`src/rtl/stdp_pkg.sv`:
```
// Shared constants and arithmetic helpers for the pair-based STDP array.
package stdp_pkg;

  localparam int N_SYN_DEF     = 4;
  localparam int WW_DEF        = 8;
  localparam int TW_DEF        = 6;
  localparam int WINDOW_DEF    = 16;
  localparam int TAU_SHIFT_DEF = 2;
  localparam int A_PLUS_DEF    = 32;
  localparam int A_MINUS_DEF   = 16;
  localparam int W_MAX_DEF     = 255;
  localparam int W_INIT_DEF    = 64;

  // Update magnitude halves every 2^tau_shift cycles of elapsed time.
  // Shifting by the full weight width or more leaves nothing, so return 0.
  function automatic int unsigned decay_mag(input int unsigned base,
                                            input int unsigned timer,
                                            input int unsigned tau_shift,
                                            input int unsigned ww);
    int unsigned sh;
    sh = timer >> tau_shift;
    if (sh >= ww) return 0;
    return base >> sh;
  endfunction

  // Add with an upper clamp; operands are small so 32 bits never overflow.
  function automatic int unsigned sat_add(input int unsigned a,
                                          input int unsigned b,
                                          input int unsigned max_val);
    int unsigned s;
    s = a + b;
    return (s > max_val) ? max_val : s;
  endfunction

  // Subtract with a floor at zero.
  function automatic int unsigned sat_sub(input int unsigned a,
                                          input int unsigned b);
    return (a < b) ? 0 : a - b;
  endfunction

endpackage

```
`src/rtl/stdp_timer.sv`:
```
// Saturating spike-age counter: cleared by a spike, counts up, holds at all-ones.
module stdp_timer #(
  parameter int            TW      = 6,
  parameter logic [TW-1:0] RST_VAL = '1
) (
  input  logic          clk,
  input  logic          rst,
  input  logic          clr,
  output logic [TW-1:0] t
);

  logic [TW-1:0] cnt_q, cnt_d;

  // Next count: restart on a spike, otherwise age by one until saturated.
  always_comb begin
    cnt_d = cnt_q;
    if (clr)
      cnt_d = '0;
    else if (cnt_q != '1)
      cnt_d = cnt_q + 1'b1;
  end

  // Counter register; reset value marks "no spike seen".
  always_ff @(posedge clk) begin
    if (rst) cnt_q <= RST_VAL;
    else     cnt_q <= cnt_d;
  end

  assign t = cnt_q;

endmodule

```
`src/rtl/stdp_array.sv`:
```
// Pair-based STDP for N_SYN synapses onto one neuron: LTP on post spikes,
// LTD on pre spikes, shift-decayed magnitudes, weights clamped to [0, W_MAX].
module stdp_array
  import stdp_pkg::*;
#(
  parameter int N_SYN     = N_SYN_DEF,
  parameter int WW        = WW_DEF,
  parameter int TW        = TW_DEF,
  parameter int WINDOW    = WINDOW_DEF,
  parameter int TAU_SHIFT = TAU_SHIFT_DEF,
  parameter int A_PLUS    = A_PLUS_DEF,
  parameter int A_MINUS   = A_MINUS_DEF,
  parameter int W_MAX     = W_MAX_DEF,
  parameter int W_INIT    = W_INIT_DEF,
  localparam int AW       = (N_SYN > 1) ? $clog2(N_SYN) : 1
) (
  input  logic                  clk,
  input  logic                  rst,
  input  logic [N_SYN-1:0]      pre_spike,
  input  logic                  post_spike,
  input  logic                  learn_en,
  input  logic                  wr_en,
  input  logic [AW-1:0]         wr_addr,
  input  logic [WW-1:0]         wr_data,
  output logic [N_SYN*WW-1:0]   weights,
  output logic [N_SYN-1:0]      ltp_pulse,
  output logic [N_SYN-1:0]      ltd_pulse
);

  localparam logic [TW-1:0] T_MAX   = '1;
  localparam logic [TW-1:0] WIN_T   = TW'(WINDOW);
  localparam logic [WW-1:0] W_MAX_W = WW'(W_MAX);

  logic [TW-1:0] post_t;

  // Shared age of the most recent post spike.
  stdp_timer #(.TW(TW), .RST_VAL(T_MAX)) u_post_timer (
    .clk (clk),
    .rst (rst),
    .clr (post_spike),
    .t   (post_t)
  );

  for (genvar gi = 0; gi < N_SYN; gi++) begin : g_syn
    logic [TW-1:0] pre_t;
    logic [WW-1:0] w_q, w_d;
    logic          ltp_q, ltp_d;
    logic          ltd_q, ltd_d;
    logic          wr_hit;

    // Age of this synapse's most recent pre spike.
    stdp_timer #(.TW(TW), .RST_VAL(T_MAX)) u_pre_timer (
      .clk (clk),
      .rst (rst),
      .clr (pre_spike[gi]),
      .t   (pre_t)
    );

    // Window checks on pre-edge timer values; a direct load wins over learning
    // and also suppresses the pulse since the learned value is discarded.
    always_comb begin
      wr_hit = wr_en && (wr_addr == AW'(gi));
      ltp_d  = learn_en && post_spike && !pre_spike[gi] && (pre_t < WIN_T) && !wr_hit;
      ltd_d  = learn_en && pre_spike[gi] && !post_spike && (post_t < WIN_T) && !wr_hit;
      w_d    = w_q;
      if (ltp_d)
        w_d = WW'(sat_add(32'(w_q), decay_mag(A_PLUS, 32'(pre_t), TAU_SHIFT, WW), W_MAX));
      if (ltd_d)
        w_d = WW'(sat_sub(32'(w_q), decay_mag(A_MINUS, 32'(post_t), TAU_SHIFT, WW)));
      if (wr_hit)
        w_d = (wr_data > W_MAX_W) ? W_MAX_W : wr_data;
    end

    // Weight and one-cycle pulse registers.
    always_ff @(posedge clk) begin
      if (rst) begin
        w_q   <= WW'(W_INIT);
        ltp_q <= 1'b0;
        ltd_q <= 1'b0;
      end else begin
        w_q   <= w_d;
        ltp_q <= ltp_d;
        ltd_q <= ltd_d;
      end
    end

    assign weights[gi*WW +: WW] = w_q;
    assign ltp_pulse[gi]        = ltp_q;
    assign ltd_pulse[gi]        = ltd_q;
  end

endmodule

```
`config.mk`:
```
export PLATFORM = sky130hd
export DESIGN_NAME = stdp_array
export DESIGN_NICKNAME = d
export VERILOG_FILES = /design/src/rtl/stdp_pkg.sv /design/src/rtl/stdp_timer.sv /design/src/rtl/stdp_array.sv
export SDC_FILE = /design/constraint.sdc
export NUM_CORES = 1
export LEC_CHECK = 0
export BUFFER_PORTS_ARGS = -buffer_cell sky130_fd_sc_hd__buf_2
export CORE_ASPECT_RATIO = 1.4
export CORE_MARGIN = 8
export CORE_UTILIZATION = 53
export CTS_CLUSTER_DIAMETER = 150
export DETAILED_ROUTE_END_ITERATION = 16
export GPL_ROUTABILITY_DRIVEN = 0
export HOLD_SLACK_MARGIN = 0.02
export MAX_ROUTING_LAYER = met4
export PLACE_DENSITY_LB_ADDON = 0.12
export SYNTH_ARGS = -nofsm -noshare
export SYNTH_HDL_FRONTEND = slang
export SYNTH_SLANG_ARGS = --single-unit
```
`constraint.sdc`:
```
create_clock -name clk -period 2.9 [get_ports clk]
set_input_delay 0.29 -clock clk [delete_from_list [all_inputs] [get_ports clk]]
set_output_delay 0.29 -clock clk [all_outputs]
set_load 0.01 [all_outputs]
```
-- Yosys cells after proc, flatten, opt, wreduce, memory -nomap -nowiden
Index checks and enable logic that the tools add are counted.
- output and inout port bits: 40
- input bits: 19
- register bits: 70
- equality and inequality tests: 8
- reduce and logical (&&, ||, !) cells: 52
- $lt $le $gt $ge: 19
- muxes and demuxes: 60
- shift operators: 5
- add/subtract/negate cells: 13
- operator list (kind ; number):
    32-bit 2-to-1 mux ; 16
    8-bit 2-to-1 mux ; 21
    8-bit by 32-bit adder with 32-bit output ; 4
    32-bit by 8-bit greater-than comparator with 1-bit output (second input constant) ; 4
    8-bit by 32-bit < comparator with 1-bit output ; 4
    6-bit by 4-bit >> shifter with 32-bit output (first input constant) ; 4
    6-bit 2-to-1 mux ; 10
    1-bit logical AND ; 33
    5-bit by 4-bit >> shifter with 32-bit output (first input constant) ; 1
    8-bit subtractor ; 4
    6-bit by 1-bit adder with 6-bit output (second input constant) ; 5
    6-bit by 5-bit < comparator with 1-bit output (second input constant) ; 5
    6-bit inequality test (second input constant) ; 5
    4-bit >= comparator (second input constant) ; 5
    1-bit 2-to-1 mux ; 13
    3-bit nonzero test ; 4
    2-bit nonzero test ; 5
    1-bit zero test ; 9
    8-bit greater-than comparator (second input constant) ; 1
    2-bit equality test (second input constant) ; 2
    2-bit by 1-bit equality test with 1-bit output (second input constant) ; 1
    2-bit zero test ; 1

-- Logic depth before layout (Yosys ltp)
Gate-level depths: netlist (run 1).
- depth after elaboration: 13
- mapped depth: 12

-- By module
From an unflattened synthesis (run 1), not the netlist that was laid out.
- cell total of the unflattened synthesis: 786
- area, all modules: 6279.8 um^2
- modules (own cells, without submodules) (module ; area each (um^2) ; cells an instance ; times used ; sequential area each (um^2)):
    stdp_array ; 4740.8 ; 621 ; 1 ; 800.8
    stdp_timer ; 307.8 ; 33 ; 5 ; 120.1

-- Worst setup path after synthesis (run 1)
No wires, ideal clock.
- kind: register -> register
- from: register u_post_timer.cnt_q[4] (netlist: u_post_timer.t[4])
- to: register g_syn[2].w_q[5]
- required time: 2.784 ns
- cell stages (with the launch flop): 12
- path slack: -0.291 ns
- data arrival time: 3.075 ns
- path buffers: 0
- cell sequence: dfxtp_1 or2b_1 nor3_1 ha_1 inv_1 fa_1 a211oi_1 nor2_1 o311a_1 a22oi_1 a211oi_1 a31o_2
- word-level cells in the longest chain between the ends: 9
- elaborated cells on any way between the ends: 15
- classes of those cells: add/sub (1); order compare (3); shift (1); mux (7); reduce/logical (3)
- RTL lines (item ; RTL line ; RTL):
    start: declaration ; stdp_timer.sv:12 ; logic [TW-1:0] cnt_q, cnt_d;
    start signal: assignment ; stdp_timer.sv:26 ; else cnt_q <= cnt_d;
    4-bit >= comparator ; stdp_pkg.sv:22 ; if (sh >= ww) return 0;
    1-bit 2-to-1 mux ; stdp_pkg.sv:22 ;
    1-bit 2-to-1 mux ; stdp_array.sv:68 ; if (ltd_d)
    32-bit 2-to-1 mux ; stdp_pkg.sv:23 ; return base >> sh;
    32-bit 2-to-1 mux ; stdp_array.sv:68 ;
    8-bit by 32-bit < comparator with 1-bit output / 8-bit subtractor (equally long branches) ; stdp_pkg.sv:38 ; return (a < b) ? 0 : a - b;
    8-bit 2-to-1 mux ; stdp_pkg.sv:38 ;
    8-bit 2-to-1 mux ; stdp_array.sv:68 ;
    8-bit 2-to-1 mux ; stdp_array.sv:70 ; if (wr_hit)
    end signal: assignment ; stdp_array.sv:77 ; w_q <= WW'(W_INIT);
    end signal: assignment ; stdp_array.sv:81 ; w_q <= w_d;
    end: declaration ; stdp_array.sv:46 ; logic [WW-1:0] w_q, w_d;
Parallel ways exist; a longest one is shown, timed or not. The select of a mux whose other input is x is not followed.
A chain may end at the register's enable or synchronous reset.

-- Worst setup path in the final report (run 1)
- from: register u_post_timer.cnt_q[4] (netlist: u_post_timer.t[4])
- to: register g_syn[3].w_q[5]
- word-level cells in the longest chain between the ends: 9
- elaborated cells on any way between the ends: 15
- classes of those cells: add/sub (1); order compare (3); shift (1); mux (7); reduce/logical (3)
- RTL lines (item ; RTL line):
    4-bit >= comparator ; stdp_pkg.sv:22
    1-bit 2-to-1 mux ; stdp_pkg.sv:22
    1-bit 2-to-1 mux ; stdp_array.sv:68
    32-bit 2-to-1 mux ; stdp_pkg.sv:23
    32-bit 2-to-1 mux ; stdp_array.sv:68
    8-bit by 32-bit < comparator with 1-bit output / 8-bit subtractor (equally long branches) ; stdp_pkg.sv:38
    8-bit 2-to-1 mux ; stdp_pkg.sv:38
    8-bit 2-to-1 mux ; stdp_array.sv:68
    8-bit 2-to-1 mux ; stdp_array.sv:70
    end signal: assignment ; stdp_array.sv:77
    end signal: assignment ; stdp_array.sv:81
    end: declaration ; stdp_array.sv:46
Parallel ways exist; a longest one is shown, timed or not. The select of a mux whose other input is x is not followed.

==> results.json, run 1 <==
{
  "period_minus_slack_ns": 2.75,
  "rows": 46,
  "postLayoutCoreUtil_pct": 61.1,
  "viasPerCell": 6.38,
  "max_cap_violations": 0,
  "dr.pass1.iters": 5,
  "fin_area_sq_um": 6820,
  "endpoint_kind": "register",
  "grt_max_degree": 39,
  "h-tree-depth": 3,
  "r2r-end": "g_syn[3].w_q[5]",
  "overflow": 0,
  "setup_ws_ns": 0.146,
  "worst_hold_slack_ns": 0.256,
  "finalCritPeriodShare_pct": 95.0,
  "cts-root-buf": "clkbuf_16",
  "status": "complete, no violations",
  "rr_startpoint": "u_post_timer.t[4]",
  "fin_setup_tns_ns": 0,
  "hold_path.class": "in -> reg",
  "ant_nets": 0,
  "power_density_nw_per_um2": 447,
  "final-instance-count-excl-fill": 947,
  "die_h_microns": 141,
  "avgSynthCellArea_sq_um": 7.96,
  "max-clock-path-buffers": 2,
  "numCtsBuffers": 9,
  "peakVddDrop_mv": 0.266,
  "clock_skew_ns": 0.00676,
  "crit_buf_inv": 1,
  "io_pins": 59,
  "grt_pass1_vias": 5888,
  "cts_num_sinks": 70,
  "drt-wirelength-per-cell_microns": 18.5,
  "drt-initial-drc-count": 337,
  "setup_viol": 0,
  "preCtsSetupSlack_ns": -0.0795,
  "drc": 0,
  "slowest_delay_ns": 0.47,
  "path_clk_slew_ns": 0.06,
  "netlist_area_sq_um": 5960,
  "arrival_ns": 3.04,
  "placed_area_sq_um": 6390,
  "ys_ff_latch": 70,
  "antenna_found_initial": 0,
  "async_flop_share_pct": 0,
  "rrSetupSlack_ns": 0.15,
  "yosys_warnings": 0,
  "rsz0062_at_grt": "true",
  "cp-start-kind": "register",
  "place_hpwl_microns": 12900,
  "post-place-cells": 927,
  "die_area_sq_um": 14900,
  "clk-insertion-delay-late_ns": 0.34,
  "total_power_mw": 3.05,
  "cts_tree": "done",
  "path_cells": "buf_4 -> nor2_1 -> nand3b_1 -> ha_1 -> o21a_1 -> a21oi_2 -> nor2_4 -> or4b_1 -> a31oi_1 -> o221a_1",
  "nets": 879,
  "drive_above_1_share_pct": 17.8,
  "syn_nets": 828,
  "synth_flop_cell": "dfxtp_1",
  "synthCells": 748,
  "synthDistinctLibCells": 78,
  "final_hold_viol_count": 0,
  "die_w_microns": 106,
  "portBuffers": 58,
  "hold_buffers": 0,
  "crit_path_start": "u_post_timer.t[4]",
  "cp_slowest_cell": "ha_1",
  "via_count": 6045,
  "crit_end": "g_syn[3].w_q[5]",
  "grt_pass1_wl_microns": 28400,
  "drv_slew": 0,
  "max_freq_ghz": 0.363,
  "antenna_cells": 0,
  "cp.depth": 10,
  "relSlewSlack_pct": 48.8,
  "worstMarginPinSlew_ns": 0.769,
  "coreArea_sq_um": 11200,
  "ys_seq_area_share_pct": 23.5,
  "worstPathMaxFanout": 6,
  "path_class": "reg -> reg",
  "synth_edf_count": 0,
  "grt_usage_pct": 23.8,
  "area_delta_synth_final_pct": 14.5,
  "required_ns": 3.19,
  "wirelength_microns": 17500,
  "start_util_pct": 53.4,
  "worstRegToRegCells": 10,
  "leakage_nw": 2.83,
  "critPathTopFamily": "simple AND/OR/NAND/NOR gates"
}
==> cell usage after synthesis, types with 4 or more instances <==
| cell | n | area share (%) |
|---|---|---|
| or2_2 | 4 | 0.42 |
| o21ai_0 | 70 | 5.9 |
| ha_1 | 53 | 11 |
| a221oi_1 | 11 | 1.6 |
| o2111ai_1 | 4 | 0.59 |
| o21a_1 | 10 | 1.3 |
| and2_1 | 8 | 0.84 |
| nor2_1 | 61 | 3.8 |
| xnor2_1 | 18 | 2.6 |
| nand3_1 | 39 | 3.3 |
| dfxtp_1 | 70 | 24 |
| a211oi_1 | 24 | 3.0 |
| nor3b_1 | 4 | 0.50 |
| o221ai_1 | 7 | 1.0 |
| clkbuf_1 | 31 | 2.0 |
| a31oi_1 | 8 | 0.84 |
| nor2b_1 | 9 | 0.95 |
| a21o_1 | 11 | 1.4 |
| a21oi_1 | 31 | 2.6 |
| nand3b_1 | 6 | 0.76 |
| nor3_1 | 37 | 3.1 |
| xor2_1 | 9 | 1.3 |
| mux2i_1 | 8 | 1.3 |
| nand2b_1 | 12 | 1.3 |
| nor4_1 | 10 | 1.1 |
| o211ai_1 | 6 | 0.76 |
| or3_1 | 9 | 0.95 |
| mux2_2 | 5 | 0.95 |
| nand2_1 | 40 | 2.5 |
| a211o_1 | 4 | 0.59 |
| o22ai_1 | 5 | 0.53 |
| nand4_1 | 5 | 0.53 |
| fa_1 | 8 | 2.7 |
| buf_4 | 9 | 1.1 |
| inv_1 | 22 | 1.4 |
| and3_1 | 15 | 1.6 |
| o31ai_1 | 6 | 0.76 |
==> per-layer routing <==
layer	share of wire [%]	global-route usage, %
met5	0	-
met4	3.9	11.7
met3	5.7	4.81
met2	48	38.8
met1	42	27.4
==> placed cells by master (no fill, tap or decap), drive strengths merged, types with 10 or more instances in the layout <==
master  netlist  layout
a211oi       25      25
a21o         11      11
a21oi        31      31
a221oi       11      11
and3         15      15
buf          12      84
dfxtp        70      70
ha           53      53
inv          22      22
nand2        41      41
nand2b       12      12
nand3        40      40
nor2         62      62
nor3         38      38
nor4         11      11
o21a         10      10
o21ai        70      70
xnor2        18      18
==> area by class of cell <==
type / instances / area [sq um]
tap: 144 / 180
timing repair buffer: 84 / 485
clock inverter: 6 / 87.6
sequential: 70 / 1400
fill: 1015 / 4350
clock buffer: 9 / 225
inverter: 22 / 82.6
multi-input combinational: 612 / 4360
==> registers in the layout (all words and copies together), names as in the netlist <==
| signal | count |
|---|---|
| g_syn.w_q | 32 |
| g_syn.ltd_q | 4 |
| u_post_timer.t | 6 |
| g_syn.ltp_q | 4 |
| g_syn.u_pre_timer.t | 24 |
==> cell families (layout without fill, tap and decap cells) <==
group,count (synthesis),after routing,synth area share (%)
AO/OA/AOI/OAI,234,234,26.9
buffers and inverters,66,121,4.89
multiplexers,13,13,2.29
adder cells (fa/ha/maj),61,61,13.8
AND/OR/NAND/NOR,277,277,24.6
flip-flops,70,70,23.5
XOR/XNOR,27,27,3.97
==> worst min path at each step <==
stage	startpoint	endpoint	cells after the start
4_1_cts	pre_spike[2]	g_syn[2].u_pre_timer.t[0]	2
3_5_place_dp	g_syn[1].w_q[2]	g_syn[1].w_q[2]	2
3_3_place_gp	g_syn[1].w_q[2]	g_syn[1].w_q[2]	2
5_1_grt	pre_spike[2]	g_syn[2].u_pre_timer.t[0]	2
6_report	pre_spike[2]	g_syn[2].u_pre_timer.t[5]	2
2_1_floorplan	pre_spike[0]	g_syn[0].u_pre_timer.t[5]	1
==> power breakdown <==
group	leakage (nW)	internal (mW)	total, mW	switching, mW
registers	0.578	1.03	1.13	0.0974
logic	2.10	0.312	0.721	0.409
clock network	0.155	0.748	1.20	0.456
total	2.83	2.09	3.05	0.963
==> what timing repair did <==
action	CTS	global route
pin swaps	2	12
buffers inserted	1	4
gates resized for setup	4	16
setup endpoints to repair	6	23
cloned	0	0
==> worst reg2reg max path, cell delays in order (launching register included) <==
cell and delay, ns:
dfxtp_1 0.31, buf_4 0.15, nor2_1 0.23, nand3b_1 0.28, ha_1 0.47, o21a_1 0.21, a21oi_2 0.11, nor2_4 0.14
or4b_1 0.44, a31oi_1 0.18, o221a_1 0.18
(Power assumes the default switching activity.)
==> run 2, diff against run 1 <==
ABC_AREA = 1   (was default)
CTS_BUF_LIST = sky130_fd_sc_hd__clkbuf_8   (was default)
==> results.json, run 2 <==
{
  "cp_slowest_cell": "dfxtp_1",
  "synthTopCellsByArea": "dfxtp_1 (22%), nand2_1 (15%), ha_1 (10%)",
  "final_hold_viol_count": 0,
  "worstMarginPinSlew_ns": 0.824,
  "clk-insertion-delay-late_ns": 0.37,
  "h-tree-depth": 3,
  "grt_pass1_vias": 6233,
  "final-instance-count-excl-fill": 1220,
  "viasPerCell": 5.39,
  "drc": 0,
  "postLayoutCoreUtil_pct": 58.9,
  "synth_flop_cell": "dfxtp_1",
  "die_area_sq_um": 15900,
  "synth_edf_count": 0,
  "die_w_microns": 109,
  "grt_max_degree": 36,
  "slowest_delay_ns": 0.42,
  "avgSynthCellArea_sq_um": 6.32,
  "dr.pass1.iters": 5,
  "rows": 47,
  "drive_above_1_share_pct": 11.5,
  "synth_top_area_share_pct": 21.9,
  "ant_nets": 0,
  "post_cts_buffers": 0,
  "drv_slew": 0,
  "relSlewSlack_pct": 45.1,
  "async_flop_share_pct": 0,
  "peakVddDrop_mv": 0.250,
  "critPathTopFamily": "simple AND/OR/NAND/NOR gates",
  "wl_met3_microns": 762,
  "antenna_found_initial": 0,
  "crit_buf_inv": 3,
  "area_delta_synth_final_pct": 8.67,
  "synthTopCellsByCount": "nand2_1 (251), inv_1 (139), nand3_1 (114)",
  "drt-wirelength-per-cell_microns": 14.3,
  "leakage_nw": 3.69,
  "fin_setup_tns_ns": 0,
  "max_freq_ghz": 0.408,
  "arrival_ns": 2.71,
  "endpoint_kind": "register",
  "coreArea_sq_um": 11800,
  "setup_ws_ns": 0.447,
  "ys_seq_area_share_pct": 21.9,
  "overflow": 0,
  "yosys_warnings": 0,
  "antenna_cells": 0,
  "numCtsBuffers": 9,
  "synthDistinctLibCells": 43,
  "drt-initial-drc-count": 358,
  "synthCells": 1015,
  "syn_nets": 1095,
  "place_hpwl_microns": 13800,
  "post-place-cells": 1204,
  "power_density_nw_per_um2": 378,
  "final_cell_mix": "nand2_1 (251), inv_1 (139), nand3_1 (114)",
  "cts_tree": "done",
  "portBuffers": 58,
  "setup_viol": 0,
  "synth.most_common_cell": "nand2_1",
  "hold_buffers": 0,
  "netlist_area_sq_um": 6410,
  "preCtsSetupSlack_ns": 0.485,
  "cts-root-buf": "clkbuf_8",
  "hold_path.class": "in -> reg",
  "period_minus_slack_ns": 2.45,
  "total_power_mw": 2.63,
  "path_cells": "inv_1 -> nor4_1 -> buf_4 -> ha_1 -> inv_1 -> fa_1 -> nand3_1 -> nand2_1 -> nand2_1 -> nand3_1 -> nand3_1 -> nand3_1 -> o21ai_0 -> a21oi_1",
  "die_h_microns": 146,
  "met1_length_microns": 7430,
  "nets": 1148,
  "worst_hold_slack_ns": 0.191,
  "final_common_cell": "nand2_1",
  "worstPathMaxFanout": 8,
  "path_class": "reg -> reg",
  "fin_area_sq_um": 6970,
  "regMostFlops": "g_syn.w_q",
  "via_count": 6578,
  "max_cap_violations": 0,
  "finalCritPeriodShare_pct": 84.6,
  "clock_skew_ns": 0.0146,
  "status": "complete, no violations",
  "highest_layer": "met4",
  "rsz0062_at_grt": "false",
  "yosys.area.top_type": "dfxtp_1",
  "io_pins": 59,
  "post_cts_resized": 0,
  "crit_top_cell": "nand3_1",
  "start_util_pct": 54.2,
  "grt_pass1_wl_microns": 28800,
  "max-clock-path-buffers": 2,
  "grt_usage_pct": 22.9,
  "largest_reg_flops": 32,
  "cp-start-kind": "register",
  "placed_area_sq_um": 6790,
  "cts_num_sinks": 70,
  "ys_ff_latch": 70,
  "wl_met2_microns": 8850,
  "wirelength_microns": 17400,
  "required_ns": 3.16,
  "path_clk_slew_ns": 0.09
}
[run 2: cell types whose count changed in the layout (fill, tap and decap cells not counted), moves of 13 or more]
cell      previous run  this run
xnor2_1             18         5
nand4_1              5        22
nand3_1             38       114
nand2_1             40       251
a21oi_1             30        50
o21ai_0             69        43
nor2_1              59       111
and3_1              15         2
a211oi_1            20         1
buf_4               26         7
inv_1               22       139
nor3_1              35         9
o21ai_1              1        16
[run 2: routing by layer]
| layer | global-route usage (%) | vias up |
|---|---|---|
| li1 | - | 3436 |
| met1 | 26.2 | 2974 |
| met2 | 39.3 | 135 |
| met3 | 3.04 | 33 |
| met4 | 7.97 | 0 |
| met5 | - | - |
[run 2: power by group]
group | leakage (nW) | switching [mW] | internal [mW]
combinational | 3.03 | 0.485 | 0.289
sequential | 0.578 | 0.0958 | 1.03
clock | 0.0816 | 0.419 | 0.311
total | 3.69 | 1.00 | 1.63
[run 2: final timing paths]
kind	cells after the start	endpoint	slack, ns	from
max	14	g_syn[0].w_q[1]	0.45	u_post_timer.t[4]
min	2	g_syn[1].u_pre_timer.t[4]	0.19	pre_spike[1]
max reg2reg	14	g_syn[0].w_q[1]	0.45	u_post_timer.t[4]
min reg2reg	2	u_post_timer.t[1]	0.49	u_post_timer.t[1]
[run 2: final cells by class]
type / instances / area, sq um
Clock buffer: 9 / 124
Clock inverter: 7 / 50.0
Fill cell: 1250 / 4850
Inverter: 150 / 568
Multi-Input combinational cell: 772 / 4300
Sequential cell: 70 / 1400
Tap cell: 147 / 184
Timing Repair Buffer: 65 / 343
[run 2: logic make-up after synthesis]
logic type | count (synthesis) | synth area share (%)
and+or+nand+nor | 550 | 38.6
adders and majority gates | 61 | 12.8
buffers and inverters | 173 | 11.1
xor gates and xnor gates | 23 | 3.14
AOI/OAI and AO/OA | 138 | 12.4
DFF | 70 | 21.9
